## config.mk

```make
export PLATFORM = sky130hd
export DESIGN_NAME = program_loader_flat
export DESIGN_NICKNAME = d
export VERILOG_FILES = /design/src/rtl/loader_pkg.sv /design/src/rtl/program_loader_if.sv /design/src/rtl/byte_packer.sv /design/src/rtl/program_loader.sv /design/src/flat_wrapper.sv
export SDC_FILE = /design/constraint.sdc
export NUM_CORES = 1
export LEC_CHECK = 0
export ABC_AREA = 0
export CORE_MARGIN = 2
export CORE_UTILIZATION = 25
export CTS_CLUSTER_DIAMETER = 80
export DETAILED_ROUTE_END_ITERATION = 10
export GPL_ROUTABILITY_DRIVEN = 0
export GPL_TIMING_DRIVEN = 1
export MAX_ROUTING_LAYER = met4
export PLACE_DENSITY_LB_ADDON = 0.05
export SYNTH_ARGS = -nofsm -noshare
export SYNTH_HDL_FRONTEND = slang
export SYNTH_SLANG_ARGS = --single-unit
```

## constraint.sdc

```tcl
create_clock -name clk -period 3.9 [get_ports clk]
set_input_delay 0.78 -clock clk [delete_from_list [all_inputs] [get_ports clk]]
set_output_delay 0.78 -clock clk [all_outputs]
set_load 0.02 [all_outputs]
```

## src/rtl/loader_pkg.sv

```systemverilog
// Shared types and sizing for the program loader: FSM states, address/length widths.
package loader_pkg;

  localparam int ADDR_W    = 12;
  localparam int MAX_WORDS = 1024;
  localparam int LEN_W     = 11;
  localparam int PM_ADDR_W = ADDR_W;
  localparam int PM_DATA_W = 32;

  typedef enum logic [2:0] {
    IDLE,
    LOAD,
    WRITE,
    CHECK,
    DONE
  } state_t;

endpackage

```

## src/rtl/program_loader_if.sv

```systemverilog
// Byte-stream input and program-memory write port of the loader.
// The master drives bytes and watches the memory writes; the slave is the loader.
interface program_loader_if #(
  parameter int ADDR_W = loader_pkg::PM_ADDR_W
);
  logic                             byte_valid;
  logic [7:0]                       byte_data;
  logic                             byte_ready;
  logic                             pm_we;
  logic [ADDR_W-1:0]                pm_addr;
  logic [loader_pkg::PM_DATA_W-1:0] pm_wdata;

  modport master (
    output byte_valid, byte_data,
    input  byte_ready, pm_we, pm_addr, pm_wdata
  );

  modport slave (
    input  byte_valid, byte_data,
    output byte_ready, pm_we, pm_addr, pm_wdata
  );
endinterface

```

## src/rtl/byte_packer.sv

```systemverilog
// Collects four bytes little-endian into a 32-bit word; word_valid fires
// combinationally on the 4th accepted byte so the word can be registered that edge.
module byte_packer (
  input  logic        clk,
  input  logic        rst_n,
  input  logic        clear,
  input  logic        shift,
  input  logic [7:0]  data,
  output logic        word_valid,
  output logic [31:0] word
);
  logic [1:0]  idx;
  logic [23:0] low_bytes;

  // NOTE: the holding register is reset along with idx; it is a few flops, not a memory.
  always_ff @(posedge clk or negedge rst_n) begin
    if (!rst_n) begin
      idx       <= 2'd0;
      low_bytes <= 24'd0;
    end else if (clear) begin
      idx <= 2'd0;
    end else if (shift) begin
      idx <= idx + 2'd1;
      case (idx)
        2'd0:    low_bytes[7:0]   <= data;
        2'd1:    low_bytes[15:8]  <= data;
        2'd2:    low_bytes[23:16] <= data;
        default: ;
      endcase
    end
  end

  assign word_valid = shift && (idx == 2'd3);
  assign word       = {data, low_bytes};

endmodule

```

## src/rtl/program_loader.sv

```systemverilog
// Boot-time program loader: streams bytes into program memory and holds the core
// in reset until a good image is in. Define LOADER_CHECKSUM_EN for a trailing XOR checksum byte.
module program_loader #(
  parameter int ADDR_W    = loader_pkg::ADDR_W,
  parameter int MAX_WORDS = loader_pkg::MAX_WORDS
) (
  input  logic                         clk,
  input  logic                         rst_n,
  input  logic                         start,
  input  logic [loader_pkg::LEN_W-1:0] len_words,
  program_loader_if.slave              bus,
  output logic                         core_rst_n,
  output logic                         busy,
  output logic                         done,
  output logic                         error
);
  import loader_pkg::*;

  localparam logic [LEN_W-1:0] MAX_LEN = LEN_W'(MAX_WORDS);

  state_t           state;
  logic [LEN_W-1:0] word_cnt;
  logic [LEN_W-1:0] len;
  logic             hs;
  logic             word_valid;
  logic [31:0]      word;
`ifdef LOADER_CHECKSUM_EN
  logic [7:0]       csum;
`endif

  assign hs = bus.byte_valid && bus.byte_ready;

  byte_packer u_packer (
    .clk        (clk),
    .rst_n      (rst_n),
    .clear      (start && (state == IDLE || state == DONE)),
    .shift      (hs && state == LOAD),
    .data       (bus.byte_data),
    .word_valid (word_valid),
    .word       (word)
  );

  // NOTE: all state and registered outputs use <= so every branch sees pre-edge values.
  always_ff @(posedge clk or negedge rst_n) begin
    if (!rst_n) begin
      state          <= IDLE;
      word_cnt       <= '0;
      len            <= '0;
      bus.byte_ready <= 1'b0;
      bus.pm_we      <= 1'b0;
      bus.pm_addr    <= '0;
      bus.pm_wdata   <= '0;
      core_rst_n     <= 1'b0;
      busy           <= 1'b0;
      done           <= 1'b0;
      error          <= 1'b0;
`ifdef LOADER_CHECKSUM_EN
      csum           <= 8'd0;
`endif
    end else begin
      bus.pm_we <= 1'b0;
      case (state)
        IDLE, DONE: begin
          if (start) begin
            if (len_words == '0) begin
              state      <= DONE;
              done       <= 1'b1;
              error      <= 1'b0;
              core_rst_n <= 1'b1;
            end else if (len_words > MAX_LEN) begin
              state      <= DONE;
              done       <= 1'b1;
              error      <= 1'b1;
              core_rst_n <= 1'b0;
            end else begin
              state          <= LOAD;
              len            <= len_words;
              word_cnt       <= '0;
              bus.pm_addr    <= '0;
              bus.byte_ready <= 1'b1;
              busy           <= 1'b1;
              done           <= 1'b0;
              error          <= 1'b0;
              core_rst_n     <= 1'b0;
`ifdef LOADER_CHECKSUM_EN
              csum           <= 8'd0;
`endif
            end
          end
        end

        LOAD: begin
`ifdef LOADER_CHECKSUM_EN
          if (hs) csum <= csum ^ bus.byte_data;
`endif
          if (word_valid) begin
            state          <= WRITE;
            bus.byte_ready <= 1'b0;
            bus.pm_we      <= 1'b1;
            bus.pm_wdata   <= word;
          end
        end

        WRITE: begin
          word_cnt <= word_cnt + LEN_W'(1);
          // The address only advances toward a word still to come, so a full-size
          // image leaves pm_addr on its last word instead of wrapping to zero.
          if (word_cnt + LEN_W'(1) < len) begin
            state          <= LOAD;
            bus.byte_ready <= 1'b1;
            bus.pm_addr    <= bus.pm_addr + ADDR_W'(4);
          end else begin
`ifdef LOADER_CHECKSUM_EN
            state          <= CHECK;
            bus.byte_ready <= 1'b1;
`else
            state          <= DONE;
            busy           <= 1'b0;
            done           <= 1'b1;
            error          <= 1'b0;
            core_rst_n     <= 1'b1;
`endif
          end
        end

`ifdef LOADER_CHECKSUM_EN
        CHECK: begin
          if (hs) begin
            state          <= DONE;
            bus.byte_ready <= 1'b0;
            busy           <= 1'b0;
            done           <= 1'b1;
            error          <= (bus.byte_data != csum);
            core_rst_n     <= (bus.byte_data == csum);
          end
        end
`endif

        default: state <= IDLE;
      endcase
    end
  end

endmodule
```

## src/flat_wrapper.sv

```systemverilog
// flat-port wrapper written by rule: the top's interface ports become plain ports
module program_loader_flat import loader_pkg::*;
#(
  parameter int ADDR_W    = loader_pkg::ADDR_W,
  parameter int MAX_WORDS = loader_pkg::MAX_WORDS
)
  (clk, rst_n, start, len_words, core_rst_n, busy, done, error, bus_byte_valid, bus_byte_data, bus_byte_ready, bus_pm_we, bus_pm_addr, bus_pm_wdata);
  program_loader_if #(.ADDR_W(ADDR_W)) bus_i ();
  input  logic clk;
  input  logic rst_n;
  input  logic start;
  input  logic [loader_pkg::LEN_W-1:0] len_words;
  output logic core_rst_n;
  output logic busy;
  output logic done;
  output logic error;
  input wire logic [$bits(bus_i.byte_valid)-1:0] bus_byte_valid;
  input wire logic [$bits(bus_i.byte_data)-1:0] bus_byte_data;
  output wire logic [$bits(bus_i.byte_ready)-1:0] bus_byte_ready;
  output wire logic [$bits(bus_i.pm_we)-1:0] bus_pm_we;
  output wire logic [$bits(bus_i.pm_addr)-1:0] bus_pm_addr;
  output wire logic [$bits(bus_i.pm_wdata)-1:0] bus_pm_wdata;
  assign bus_i.byte_valid = bus_byte_valid;
  assign bus_i.byte_data = bus_byte_data;
  assign bus_byte_ready = bus_i.byte_ready;
  assign bus_pm_we = bus_i.pm_we;
  assign bus_pm_addr = bus_i.pm_addr;
  assign bus_pm_wdata = bus_i.pm_wdata;
  program_loader #(.ADDR_W(ADDR_W), .MAX_WORDS(MAX_WORDS)) u_core (.clk(clk), .rst_n(rst_n), .start(start), .len_words(len_words), .bus(bus_i), .core_rst_n(core_rst_n), .busy(busy), .done(done), .error(error));
endmodule
```

==> qor.csv <==
metric;value;unit
yosysUniqueCellTypes;41;
finalSetupViolations;0;
synth-seq-cells;99;
drc;0;
vdd_drop_max;234;uV
clk_path_buf_depth;2;
insertion_delay;0.35;ns
port_buffers;70;
dp_hpwl;7.17;mm
firstDrtPassIters;4;
skew;0.00936;ns
syn_inst;358;
arrival;3.32;ns
cts_sinks;99;
post_cts_buffers;0;
worst-path-max-fanout;22;
fmax;0.327;GHz
num_vias;2954;
overflow;0;
die_y;137;um
synth-main-ff-cell;dfrtp_1;
preCtsSetupSlack;0.447;ns
synth_area_per_cell;12.3;um^2
slew_violations;0;
totalWireLength;10.4;mm
ant_nets;0;
critPathLaunchType;input port;
critical-path-slowest-cell;or4_4;
endpoint_kind;flop;
reg2reg_from;u_core.word_cnt[0];
r2r_slack;0.93;ns
yosysTopAreaCell;dfrtp_1;
fill_cells;1719;
seqCellArea;2480;um^2
finalNetCount;476;
hold_violations;0;
multi_input_area;1780;um^2
fin_crit;3.06;ns
numCtsBuffers;9;
cp.required;4.16;ns
grt_max_degree;60;
die_x;137;um
start_util;25.5;%
tns;0;ns
cpMostUsedCell;or4_4;
cts.clk_slew.worst_paths;0.07;ns
timing.final.ws_setup;0.840;ns
antenna_found_initial;0;
cp_cell_sequence;clkdlybuf4s50_1 > or4_4 > or4_4 > and3_4 > o32ai_4 > o21ai_0 > o31ai_1;
htreeDepth;3;
viasPerCell;4.44;
synth_warnings;0;
synthesis.area;4390;um^2
maxCapViolCount;0;
area_growth_syn_to_layout;28.9;%
pin_count;73;
grt_usage;12.3;%
min_path_type;input port to asynchronous set/reset pin;
p_total;3.50;mW
p_leak;2.55;nW
rows;48;
diodes;0;
rr_endpoint;u_core.bus.pm_addr[4];
netlist.area_leader.share;56.4;%
outcome;complete, no violations;
core_area;17200;um^2
wl_per_cell;15.7;um
max_slew_margin;34.6;%
dieArea;18700;um^2
cpPeakStageDelay;0.55;ns
power.density;619;nW/um^2
cts_resized;0;
cts_tree;done;
worst_pin_slew;0.981;ns
synth.area.top_cells;dfrtp_1, mux2_2, ha_1;
postCtsHoldBufs;0;
grt_pass1_wl;17.0;mm
drt-initial-drc-count;111;
root_buffer;clkbuf_16;
ff2ff_path_depth;13;
final_cell_mix;dfrtp_1, clkdlybuf4s50_1, mux2_2, nand2_1, o21ai_0;
hold_ws;0.507;ns
rsz0062_at_grt;false;
fin_crit_sh;78.5;%
seq_area_frac_synth;56.4;%
synth-edff-count;0;
final_common_cell;dfrtp_1;
drive_gt1_share;20.7;%
critPathKind;input port to flop;
grt_pass1_vias;3066;
postSynth.asyncResetShare;100;%
-- through the flow --
stage | utilization [%] | instances | area [um^2]
2_1_floorplan | - | 359 | 4400
5_1_grt | 32.9 | 665 | 5660
3_3_place_gp | 31.2 | 650 | 5380
4_1_cts | 32.9 | 665 | 5660
6_report | 32.9 | 665 | 5660
3_5_place_dp | 31.2 | 650 | 5380
-- where the power goes --
| part | internal (mW) | switching, mW |
|---|---|---|
| logic | 0.558 | 0.537 |
| clock network | 0.472 | 0.411 |
| registers | 1.36 | 0.169 |
| total | 2.39 | 1.12 |
-- sequential cells by signal, indices dropped and copies added (netlist names) --
name                       cells
u_core.u_packer.low_bytes     24
u_core.done                    1
u_core.word_cnt               11
u_core.state                   3
u_core.len                    11
u_core.bus.pm_addr            10
u_core.bus.pm_wdata           32
u_core.core_rst_n              1
u_core.bus.byte_ready          1
u_core.busy                    1
u_core.u_packer.idx            2
u_core.error                   1
u_core.bus.pm_we               1
-- worst max path at each step --
stage	start	endpoint	slack, ns
5_1_grt	u_core.word_cnt[0]	u_core.bus.pm_addr[8]	0.63
2_1_floorplan	u_core.word_cnt[0]	u_core.bus.pm_addr[7]	0.97
4_1_cts	len_words[7]	u_core.word_cnt[4]	0.82
3_5_place_dp	len_words[7]	u_core.word_cnt[4]	0.45
3_3_place_gp	len_words[7]	u_core.word_cnt[4]	0.45
6_report	len_words[7]	u_core.word_cnt[4]	0.84
-- layout make-up --
type	instances	share of cell area [%]
Clock buffer	11	4.46
Clock inverter	4	0.597
Inverter	17	1.13
Multi-Input combinational cell	229	31.4
Sequential cell	99	43.7
Tap cell	225	4.97
Timing Repair Buffer	80	13.7
-- layer usage --
metal / vias up / track usage (%) / wire length (um)
met5: - / - / 0
met3: 12 / 2.59 / 400
met1: 1463 / 17.5 / 5480
met4: 0 / 4.86 / 170
met2: 57 / 17.2 / 4360
li1: 1422 / - / -
-- worst max-delay path: cells and delay by family --
| kind | cells | cell delay, ns |
|---|---|---|
| AOI/OAI and AO/OA | 3 | 0.81 |
| and+or+nand+nor | 3 | 1.29 |
| buffers and inverters | 1 | 0.43 |
-- cells in the mapped netlist (8+ instances only) --
| cell type | count |
|---|---|
| dfrtp_1 | 99 |
| mux2_2 | 57 |
| nand2_1 | 26 |
| o21ai_0 | 25 |
| ha_1 | 17 |
| inv_1 | 16 |
| nor2_1 | 13 |
| nand3_1 | 11 |
| o31ai_1 | 10 |
| a22o_1 | 9 |
| nand4_1 | 8 |
| xnor2_1 | 8 |
-- kinds of logic (layout without fill, tap and decap cells) --
kind of cell / count (synthesis) / in the layout / share of synthesized area, %
AO/OA/AOI/OAI: 60 / 60 / 9.17
XOR/XNOR: 10 / 10 / 1.99
AND/OR/NAND/NOR: 82 / 82 / 9.51
multiplexers: 58 / 58 / 14.8
adder cells (fa/ha/maj): 17 / 17 / 4.84
other: 1 / 2 / 0.0853
buffers and inverters: 31 / 112 / 3.19
flip-flops: 99 / 99 / 56.4
Note: power is estimated with default switching activity, not from simulation.
